## config.mk

```make
export PLATFORM = sky130hd
export DESIGN_NAME = mem_access_ctrl
export DESIGN_NICKNAME = d
export VERILOG_FILES = /design/src/rtl/mem_access_ctrl.sv
export SDC_FILE = /design/constraint.sdc
export NUM_CORES = 1
export LEC_CHECK = 0
export ABC_AREA = 0
export CORE_MARGIN = 3
export CORE_UTILIZATION = 30
export DETAILED_ROUTE_END_ITERATION = 10
export GPL_TIMING_DRIVEN = 0
export PLACE_DENSITY_LB_ADDON = 0.12
export SLEW_MARGIN = 20
export SYNTH_ARGS = -nofsm -noshare
export SYNTH_HDL_FRONTEND = slang
export SYNTH_SLANG_ARGS = --single-unit
```

## constraint.sdc

```tcl
create_clock -name clk -period 2.35 [get_ports clk]
set_input_delay 0.47 -clock clk [delete_from_list [all_inputs] [get_ports clk]]
set_output_delay 0.47 -clock clk [all_outputs]
set_load 0.005 [all_outputs]
```

## src/rtl/mem_access_ctrl.sv

```systemverilog
// MEM-stage load/store controller in front of a word-wide RAM with no byte lanes.
// Optional MISALIGN_TRAP_EN: reject misaligned H/W accesses instead of ignoring the low address bits.
module mem_access_ctrl #(
  parameter int          ADDR_W = 32,
  parameter logic [31:0] LD_RST = 32'h0
) (
  input  logic              clk,
  input  logic              rst_n,
  input  logic              mem_req,
  output logic              mem_ready,
  input  logic              mem_we,
  input  logic [2:0]        mem_funct3,
  input  logic [ADDR_W-1:0] mem_addr,
  input  logic [31:0]       mem_wdata,
  output logic              rsp_valid,
  output logic [31:0]       rsp_rdata,
  output logic              rsp_err,
  output logic              ram_en,
  output logic [ADDR_W-1:0] ram_addr,
  output logic [31:0]       ram_wdata,
  input  logic [31:0]       ram_rdata,
  output logic [1:0]        dbg_state
);

  // Handshake: a request transfers on a rising edge where mem_req && mem_ready;
  // the requester holds mem_req and its payload stable until then.
  typedef enum logic [1:0] {IDLE, LOAD, RMW_RD, WRITE} state_t;

  state_t            state;
  logic [ADDR_W-1:0] addr_q;
  logic [2:0]        funct3_q;
  logic              we_q;
  logic [31:0]       wdata_q;
  logic [31:0]       merge_q;

  logic              req_legal;
  logic [7:0]        ld_byte;
  logic [15:0]       ld_half;
  logic [31:0]       ld_data;
  logic [31:0]       st_merge;

  always_comb begin
    req_legal = 1'b0;
    case (mem_funct3)
      3'b000, 3'b001, 3'b010: req_legal = 1'b1;
      3'b100, 3'b101:         req_legal = !mem_we;
      default:                req_legal = 1'b0;
    endcase
`ifdef MISALIGN_TRAP_EN
    if ((mem_funct3[1:0] == 2'b01 && mem_addr[0]) ||
        (mem_funct3 == 3'b010 && mem_addr[1:0] != 2'b00))
      req_legal = 1'b0;
`endif
  end

  // Lane selection ignores address bits below the access size.
  always_comb begin
    case (addr_q[1:0])
      2'b00:   ld_byte = ram_rdata[7:0];
      2'b01:   ld_byte = ram_rdata[15:8];
      2'b10:   ld_byte = ram_rdata[23:16];
      default: ld_byte = ram_rdata[31:24];
    endcase
    ld_half = addr_q[1] ? ram_rdata[31:16] : ram_rdata[15:0];
    case (funct3_q)
      3'b000:  ld_data = {{24{ld_byte[7]}}, ld_byte};
      3'b001:  ld_data = {{16{ld_half[15]}}, ld_half};
      3'b100:  ld_data = {24'h0, ld_byte};
      3'b101:  ld_data = {16'h0, ld_half};
      default: ld_data = ram_rdata;
    endcase
  end

  always_comb begin
    st_merge = ram_rdata;
    if (funct3_q[1:0] == 2'b00) begin
      case (addr_q[1:0])
        2'b00:   st_merge[7:0]   = wdata_q[7:0];
        2'b01:   st_merge[15:8]  = wdata_q[7:0];
        2'b10:   st_merge[23:16] = wdata_q[7:0];
        default: st_merge[31:24] = wdata_q[7:0];
      endcase
    end else if (addr_q[1]) begin
      st_merge[31:16] = wdata_q[15:0];
    end else begin
      st_merge[15:0] = wdata_q[15:0];
    end
  end

  always_ff @(posedge clk or negedge rst_n) begin
    if (!rst_n) begin
      state     <= IDLE;
      rsp_valid <= 1'b0;
      rsp_err   <= 1'b0;
      rsp_rdata <= LD_RST;
      addr_q    <= '0;
      funct3_q  <= 3'b000;
      we_q      <= 1'b0;
      wdata_q   <= 32'h0;
      merge_q   <= 32'h0;
    end else begin
      rsp_valid <= 1'b0;
      rsp_err   <= 1'b0;
      case (state)
        IDLE: begin
          if (mem_req) begin
            addr_q   <= mem_addr;
            funct3_q <= mem_funct3;
            we_q     <= mem_we;
            wdata_q  <= mem_wdata;
            // Rejected requests answer from IDLE so the RAM is never touched.
            if (!req_legal) begin
              rsp_valid <= 1'b1;
              rsp_err   <= 1'b1;
            end else if (!mem_we) begin
              state <= LOAD;
            end else if (mem_funct3 == 3'b010) begin
              state <= WRITE;
            end else begin
              state <= RMW_RD;
            end
          end
        end
        LOAD: begin
          rsp_rdata <= ld_data;
          rsp_valid <= 1'b1;
          state     <= IDLE;
        end
        RMW_RD: begin
          merge_q <= st_merge;
          state   <= WRITE;
        end
        WRITE: begin
          rsp_valid <= 1'b1;
          state     <= IDLE;
        end
        default: state <= IDLE;
      endcase
    end
  end

  assign mem_ready = (state == IDLE);
  assign ram_en    = (state == WRITE);
  assign ram_addr  = {addr_q[ADDR_W-1:2], 2'b00};
  assign ram_wdata = (we_q && funct3_q == 3'b010) ? wdata_q : merge_q;
  assign dbg_state = state;

endmodule
```

### After elaboration in Yosys (flattened, before gate mapping)

Cells that the tools add are included.

* flip-flop bits (word level): 136
* bits of input ports: 103
* output and inout bits: 102
* logic and storage cells: 58

* equality and inequality tests: 15
* multiplexer cells: 21
* reduce and logical (&&, ||, !) cells: 13

Operators by type and width (count)
* 32-bit case mux with 4 select lines: 1
* 32-bit two-way mux: 2
* 16-bit two-way mux: 3
* 8-bit two-way mux: 4
* 8-bit case mux with 3 select lines: 1
* 3-bit equality test, second input constant: 4
* 2-bit equality test, second input constant: 3
* 3-bit by 1-bit equality test with 1-bit output, second input constant: 2
* 3-bit by 2-bit equality test with 1-bit output, second input constant: 2
* 2-bit zero test: 3
* 3-bit zero test: 2
* 2-bit two-way mux: 3
* 2-bit case mux with 3 select lines: 1
* 3-bit OR reduction: 2
* 2-bit by 1-bit equality test with 1-bit output, second input constant: 2
* 1-bit two-way mux: 4
* 1-bit case mux with 2 select lines: 2
* 2-bit AND reduction: 2
* 2-bit OR reduction: 2
* 2-bit by 1-bit != test with 1-bit output, second input constant: 1
* 2-bit != test, second input constant: 1
* 1-bit logical AND: 1
* 1-bit zero test: 1

### Logic depth before layout (Yosys ltp)

Gate-level depths: netlist (run 1).

* depth after elaboration: 6
* gate-level depth with buffers: 6
* mapped depth without buffers: 4

### Worst setup path before layout (run 1)

OpenSTA, ideal clock, no wires.

* path kind: flip-flop to output port
* start: reg funct3_q[0]
* end: out ram_wdata[10]
* arrival: 1.432 ns
* data required time: 1.880 ns
* path slack: 0.448 ns
* stages on the path, launching flop included: 6
* buffers on the path: 3
* path through: dfrtp_1 > buf_4 > nor4bb_1 > clkbuf_2 > buf_4 > mux2_2

* longest elaborated chain between the ends: 3

Ends and longest elaborated chain
* start: declaration: RTL line 31 `logic [2:0] funct3_q;`
* start signal: assignment: RTL line 108 `funct3_q <= mem_funct3;`
* 3-bit by 2-bit equality test with 1-bit output: RTL line 145 `assign ram_wdata = (we_q && funct3_q == 3'b010) ? wdata_q : merge_q;`
* 1-bit logical AND: RTL line 145
* 32-bit two-way mux: RTL line 145
* end: declaration: RTL line 20 `output logic [31:0] ram_wdata,`

Every way passes these cells.

### Worst setup path in the final report (run 1)

* start: reg funct3_q[2]
* end: out ram_wdata[10]

Same word-level chain as after synthesis.

==> flow_summary.ini, run 1 <==
[floorplan]
floorplan.die.width_um = 155
fp.dieH_um = 155
rows = 53
io_pins = 205
total_die_area_sq_mm = 0.0241
initial_utilization_pct = 31.1
core_sq_mm = 0.0215

[timing]
rsz_0062_raised_after_global_routing = yes
fin_crit_share_pct = 104
highest_clock_rate_mhz = 408
finalMaxSlewViolations = 0
timing_hold_violations_final = 0
setup_violators_final = 28
worstMarginPinSlew_ns = 0.535
timing.hold.ws_ns = 0.489
timing.final.ws_setup_ns = -0.103
fin_skew_ns = 0.00759
final_period_minus_worst_setup_slack_ns = 2.45
fin_tns_setup_ns = -1.86
worst_slew_margin_rel_pct = 64.2

[pwr]
int_pwr_mw = 10.1
total_power_mw = 15.1
clockPowerShare_pct = 20.5
pwr-share-seq_pct = 29.0
leakagePower_nw = 4.33
vdd_drop_max_uv = 638
net-switching-power_mw = 5.05
power-per-cell-area_mw_per_mm2 = 1490
combinational_share_of_power_pct = 50.5
sw_frac_of_total_pct = 33.5

[routing]
drtAntennaViolNets = 0
drt_pass1_iterations = 6
viasPerCell = 4.86
drt_drc = 0
finalWirelength_um = 21800
post_drt_wl_per_cell_um = 19.6
dr.first_iter.drc_count = 267
num_vias = 5426

[yosys]
ys.warnings.count = 0
ys_seq_elements = 136
synthesis.area_sq_mm = 0.00669
post_synth_inst_count = 594
synth_compound_area_share_pct = 12.3
yosys.area_share.xor_xnor_pct = 0
yosysTopAreaCellShare_pct = 50.9
postSynthAreaPerCell_sq_um = 11.3
synth-adder-area-share_pct = 0
netlist.top_cell.by_area = dfrtp_1
yosys.area_share.simple_pct = 8.76
netlist_top_cells_count = dfrtp_1 (136), mux2_2 (99), nand2_1 (49)
synth_top_family_by_area = multiplexers
edff_count_synth = 0
ys.flop_type = dfrtp_1
synth_top_cells_by_area = dfrtp_1 (51%), mux2_2 (17%), buf_4 (4.5%)
synthDistinctLibCells = 42
synth-async-reset-ratio_pct = 100
synth_mux_area_share_pct = 21.1
synth_most_common_cell = dfrtp_1
ys_seq_area_share_pct = 50.9

[global_routing]
globalRouteMet2Util_pct = 30.4
track_usage_pct = 18.2
grt_pass1_wl_um = 34100
grt_max_degree = 84
globalRouteOverflowTotal = 0
first_global_vias = 5854
grt.met1_usage_pct = 23.5
grt_util_met3_pct = 5.59
top_usage_layer = met2
grt_antenna_before_repair = 0

[worst_setup_path]
critical_path.endpoint_type = primary output
timing_worst_setup_path_type = reg -> out
cp_launch_type = flip-flop
cp_cell_sequence = nor4bb_1, buf_4, buf_12, buf_8, buf_8, mux2_4, buf_6
regToRegStartpoint = funct3_q[1]
critical_path.slowest_cell = dfrtp_1
path_buf_inv = 5
crit_top_cell = buf_8
ff_to_ff_setup_slack_ns = 0.44
reg2reg_to = merge_q[10]
critical_path_arrival_ns = 1.98
cp_max_fo = 5
cp_top_family = buffers and inverters
worst_r2r_path_depth = 7
crit_required_ns = 1.88
crit_path_max_incr_delay_ns = 0.38

[placed_design]
pre_cts_setup_slack_ns = -0.254
gp_routability_congestion = 0.833
dpl.hpwl_um = 16400
number_of_buffers_added_on_ports = 202

[finish]
drive_above_1_share_pct = 29.3
final_nets = 931
ant_diodes = 0
post_layout_utilization_of_the_core_pct = 47.1
area_growth_syn_to_layout_pct = 51.5

[cts]
cts_buffer_depth = 2
clockRootBuffer = clkbuf_16
cts.htree.levels = 4
clock_insertion_delay_worst_skew_ns = 0.42
tritoncts_num_sinks = 136
cts_tree = done
clkTransAtPathRegs_ns = 0.06
cts-buffers-inserted = 17

[min_path]
timing.hold.worst_path_depth = 2
holdPathEnd = merge_q[10]
worst_min_delay_path_startpoint = merge_q[10]
hold_class = reg -> reg

[run]
drv_cap = 0

[status]
violations_in_the_final_reports = negative setup slack
run_status = finished, violations left
==> tightest hold or removal path: stages, from the launching register on <==
cell,delay (ns)
dfrtp_1,0.34
nand2_1,0.05
o21ai_0,0.06
==> state kept, by name (all words and copies together) (netlist names) <==
signal	flops
addr_q	32
merge_q	32
rsp_rdata	32
wdata_q	32
funct3_q	3
dbg_state	2
rsp_err	1
rsp_valid	1
we_q	1
==> cell usage in the layout (no fill, tap or decap), types with 3 or more instances in the layout <==
master,n
bufinv_16,6
a21oi_1,43
nand2_1,49
dfrtp_1,136
clkdlybuf4s50_1,169
buf_4,41
buf_2,11
nand2b_1,11
and2_1,10
clkbuf_16,17
o22ai_1,17
o2bb2ai_1,14
clkbuf_1,18
buf_8,6
o21ai_0,24
nor2_1,30
mux2_2,68
clkinv_2,3
o221a_2,7
buf_6,36
mux2i_1,26
nor3_1,12
buf_12,3
mux2_4,32
o21ai_1,11
clkbuf_8,3
a31oi_1,7
==> area by class of cell <==
cell class              instances  area (sq um)
plain buffers                  73           488
well taps                     275           344
inverters                       2          7.51
clock buffers                  20           467
clock inverters                12           220
fillers                      1969         11400
repair buffers                215          2260
flip-flops and latches        136          3400
multi-input cells             383          2940
==> per-layer routing <==
layer  share of wire [%]  routed length (um)  vias to the layer above
met5                   0                   0                        -
met4                 1.2                 262                        0
met3                 7.0                1540                       18
met2                  50               10900                      186
met1                  42                9170                     2675
li1                    -                   -                     2547
==> power groups by stage <==
| stage | Clock, mW | Sequential (mW) | Combinational (mW) |
|---|---|---|---|
| after global routing | 3.28 | 4.55 | 8.29 |
| after floorplan | 0 | 4.10 | 4.04 |
| final | 3.10 | 4.38 | 7.63 |
| after CTS | 3.17 | 4.39 | 7.78 |
| after global placement | 0 | 4.35 | 7.06 |
| after detailed placement | 0 | 4.39 | 7.15 |
==> kinds of logic (layout without fill, tap and decap cells) <==
kind of cell / Yosys count / count (layout)
multiplexers: 127 / 127
AO/OA/AOI/OAI: 130 / 130
other: 1 / 2
AND/OR/NAND/NOR: 124 / 124
buffers and inverters: 76 / 322
flip-flops: 136 / 136
==> metrics by stage <==
| step | instance area (sq um) | cells |
|---|---|---|
| final | 10100 | 1116 |
| after CTS | 10200 | 1118 |
| after global routing | 10100 | 1116 |
| after global placement | 9060 | 1072 |
| after floorplan | 6690 | 595 |
| after detailed placement | 9090 | 1073 |
==> how the worst max path moves through the flow <==
stage                           start            end  depth (start not counted)
after floorplan           funct3_q[0]  ram_wdata[10]                          5
after global placement          rst_n     addr_q[10]                          1
after detailed placement  funct3_q[0]  ram_wdata[29]                          6
after CTS                 funct3_q[0]  ram_wdata[18]                          9
after global routing      funct3_q[1]   ram_wdata[8]                          8
final                     funct3_q[2]  ram_wdata[10]                          7
==> repair_timing <==
action,4_1_cts,5_1_grt
gates cloned,3,0
setup buffers,10,2
endpoints found under the setup margin,32,32
endpoints found under the hold margin,53,0
hold buffers,1,0
pin swaps,1,1
resized for setup,212,4
Power figures use the tool's default switching activity.
==> inputs of run 2 (changes only) <==
--- a/config.mk
+++ b/config.mk
@@ -9,7 +9,6 @@
 export CORE_MARGIN = 3
 export CORE_UTILIZATION = 30
 export DETAILED_ROUTE_END_ITERATION = 10
-export GPL_TIMING_DRIVEN = 0
 export PLACE_DENSITY_LB_ADDON = 0.12
 export SLEW_MARGIN = 20
 export SYNTH_ARGS = -nofsm -noshare
==> run 2 against run 1 <==
The run still ends with negative setup slack left. Sequential cell count unchanged. Combinational power down 6.7%. Via count down 4.6%. Design area is 4.0% lower. Register-to-register slack worse by 0.15 ns. Cell count decreased by 5.5%. Sequential share of layout area rose by 1.4 points. Clock skew down 0.00059 ns. First-iteration DRC count grew 0.75%. Fmax up 0.38%. Non-clock buffer count is 61 lower. Wire length shrank 1.5%. Critical endpoint is now ram_wdata[3]. Largest power group unchanged. Highest routed layer is now met5.
==> flow_summary.ini, run 2 (same netlist as run 1, synthesis figures left out) <==
[worst_setup_path]
critical_path_arrival_ns = 1.97
cp_max_fo = 8
crit_required_ns = 1.88
critical_path.endpoint_type = primary output
regToRegStartpoint = funct3_q[0]
reg2reg_to = merge_q[26]
worst_r2r_path_depth = 5
cp_launch_type = flip-flop
timing_worst_setup_path_type = reg -> out
ff_to_ff_setup_slack_ns = 0.29

[finish]
ant_diodes = 0
final_common_cell = clkdlybuf4s50_1
area_growth_syn_to_layout_pct = 45.5
final_nets = 870
final_cell_mix = clkdlybuf4s50_1 (169), dfrtp_1 (136), mux2_2 (68), nand2_1 (49), a21oi_1 (43)
drive_above_1_share_pct = 26.7
final-instance-count-excl-fill = 1055

[cts]
clockRootBuffer = clkbuf_16
ctsHoldBuffers = 0
cts_tree = done
cts_buffer_depth = 2
cts.htree.levels = 4
clkTransAtPathRegs_ns = 0.06
clock_insertion_delay_worst_skew_ns = 0.42
cts-buffers-inserted = 17
tritoncts_num_sinks = 136

[floorplan]
core_sq_mm = 0.0215
floorplan.die.width_um = 155
io_pins = 205
initial_utilization_pct = 31.1
rows = 53
total_die_area_sq_mm = 0.0241
fp.dieH_um = 155

[timing]
timing.final.ws_setup_ns = -0.0933
timing_hold_violations_final = 0
finalMaxSlewViolations = 0
rsz_0062_raised_after_global_routing = yes
fin_crit_share_pct = 104
worst_slew_margin_rel_pct = 58.8
fin_skew_ns = 0.00700
highest_clock_rate_mhz = 409
final_period_minus_worst_setup_slack_ns = 2.44
worstMarginPinSlew_ns = 0.615
setup_violators_final = 28

[pwr]
total_power_mw = 14.3
leakagePower_nw = 4.08
net-switching-power_mw = 4.92
power-per-cell-area_mw_per_mm2 = 1470
vdd_drop_max_uv = 696
combinational_share_of_power_pct = 49.8
sw_frac_of_total_pct = 34.4
pwr-share-seq_pct = 30.7
clockPowerShare_pct = 19.4
int_pwr_mw = 9.38

[placed_design]
dpl.hpwl_um = 15700
number_of_buffers_added_on_ports = 202
placed_cells_incl_taps = 1016
gp_routability_congestion = 0.834

[global_routing]
grt_max_degree = 54
grt_antenna_before_repair = 1
first_global_vias = 5622
grt_pass1_wl_um = 33100
track_usage_pct = 17.9
globalRouteOverflowTotal = 0

[routing]
finalWirelength_um = 21500
drtAntennaViolNets = 0
viasPerCell = 4.91
drt_pass1_iterations = 5
post_drt_wl_per_cell_um = 20.4
drt_drc = 0
num_vias = 5176
dr.first_iter.drc_count = 269

[status]
violations_in_the_final_reports = negative setup slack
run_status = finished, violations left

[run]
drv_cap = 0

[min_path]
hold_class = in -> async
## run 2: cell count changes in the layout (fill, tap and decap cells not counted), sizes merged
cell,change
clkinv,-1
bufinv,-3
clkinvlp,+2
clkbuf,-17
dlygate4sd3,-1
buf,-42
inv,+1
## run 2: through the flow
step	setup WS [ns]	utilization (%)	TNS (ns)	cell area [sq um]	hold slack [ns]
global route	-0.159	45.3	-4.11	9730	0.0244
global placement	0.0544	41.0	0	8820	0.468
detailed placement	0.0302	41.0	0	8820	0.469
floorplan	0.448	-	0	6690	0.174
finish	-0.0933	45.3	-2.06	9730	0.00526
CTS	-0.187	45.4	-3.39	9760	0.0170
## run 2: layer usage
layer,vias to the layer above,wire length [um],GRT usage (%)
met5,-,13,0
met4,2,257,4.34
met3,23,1540,6.06
met2,183,10700,30.2
met1,2543,8960,22.2
li1,2425,-,-
## run 2: area by class of cell
class,count,area [sq um]
tap,275,344
inverter,2,7.51
sequential,136,3400
multi-input combinational,383,2960
clock buffer,21,470
fill,1999,11800
timing repair buffer,227,2390
clock inverter,11,145
## run 2: power by group through the flow
| stage | logic, mW | registers [mW] | clock network (mW) |
|---|---|---|---|
| 2_1_floorplan | 4.04 | 4.10 | 0 |
| 3_3_place_gp | 6.60 | 4.40 | 0 |
| 3_5_place_dp | 6.71 | 4.43 | 0 |
| 4_1_cts | 7.27 | 4.42 | 2.86 |
| 5_1_grt | 7.76 | 4.57 | 2.97 |
| 6_report | 7.12 | 4.39 | 2.78 |
## run 2: worst max path at each step
stage / to / slack [ns] / startpoint / cells past startpoint
finish: ram_wdata[3] / -0.09 / funct3_q[2] / 6
global route: ram_wdata[9] / -0.16 / funct3_q[2] / 6
CTS: ram_wdata[31] / -0.19 / funct3_q[0] / 7
detailed placement: ram_wdata[0] / 0.03 / funct3_q[2] / 4
global placement: ram_wdata[0] / 0.05 / funct3_q[2] / 4
floorplan: ram_wdata[10] / 0.45 / funct3_q[0] / 5
## run 2: timing repair
action,4_1_cts,5_1_grt
endpoints found under the setup margin,32,32
cloned,3,0
buffers inserted,6,0
gates resized for setup,199,3
pin swaps,1,1
## run 2: worst max-delay path: stages, from the launching register on
cell and delay (ns):
dfrtp_1 0.40, nor4bb_4 0.30, buf_6 0.17, buf_12 0.12, buf_16 0.14, mux2_4 0.31
buf_6 0.12
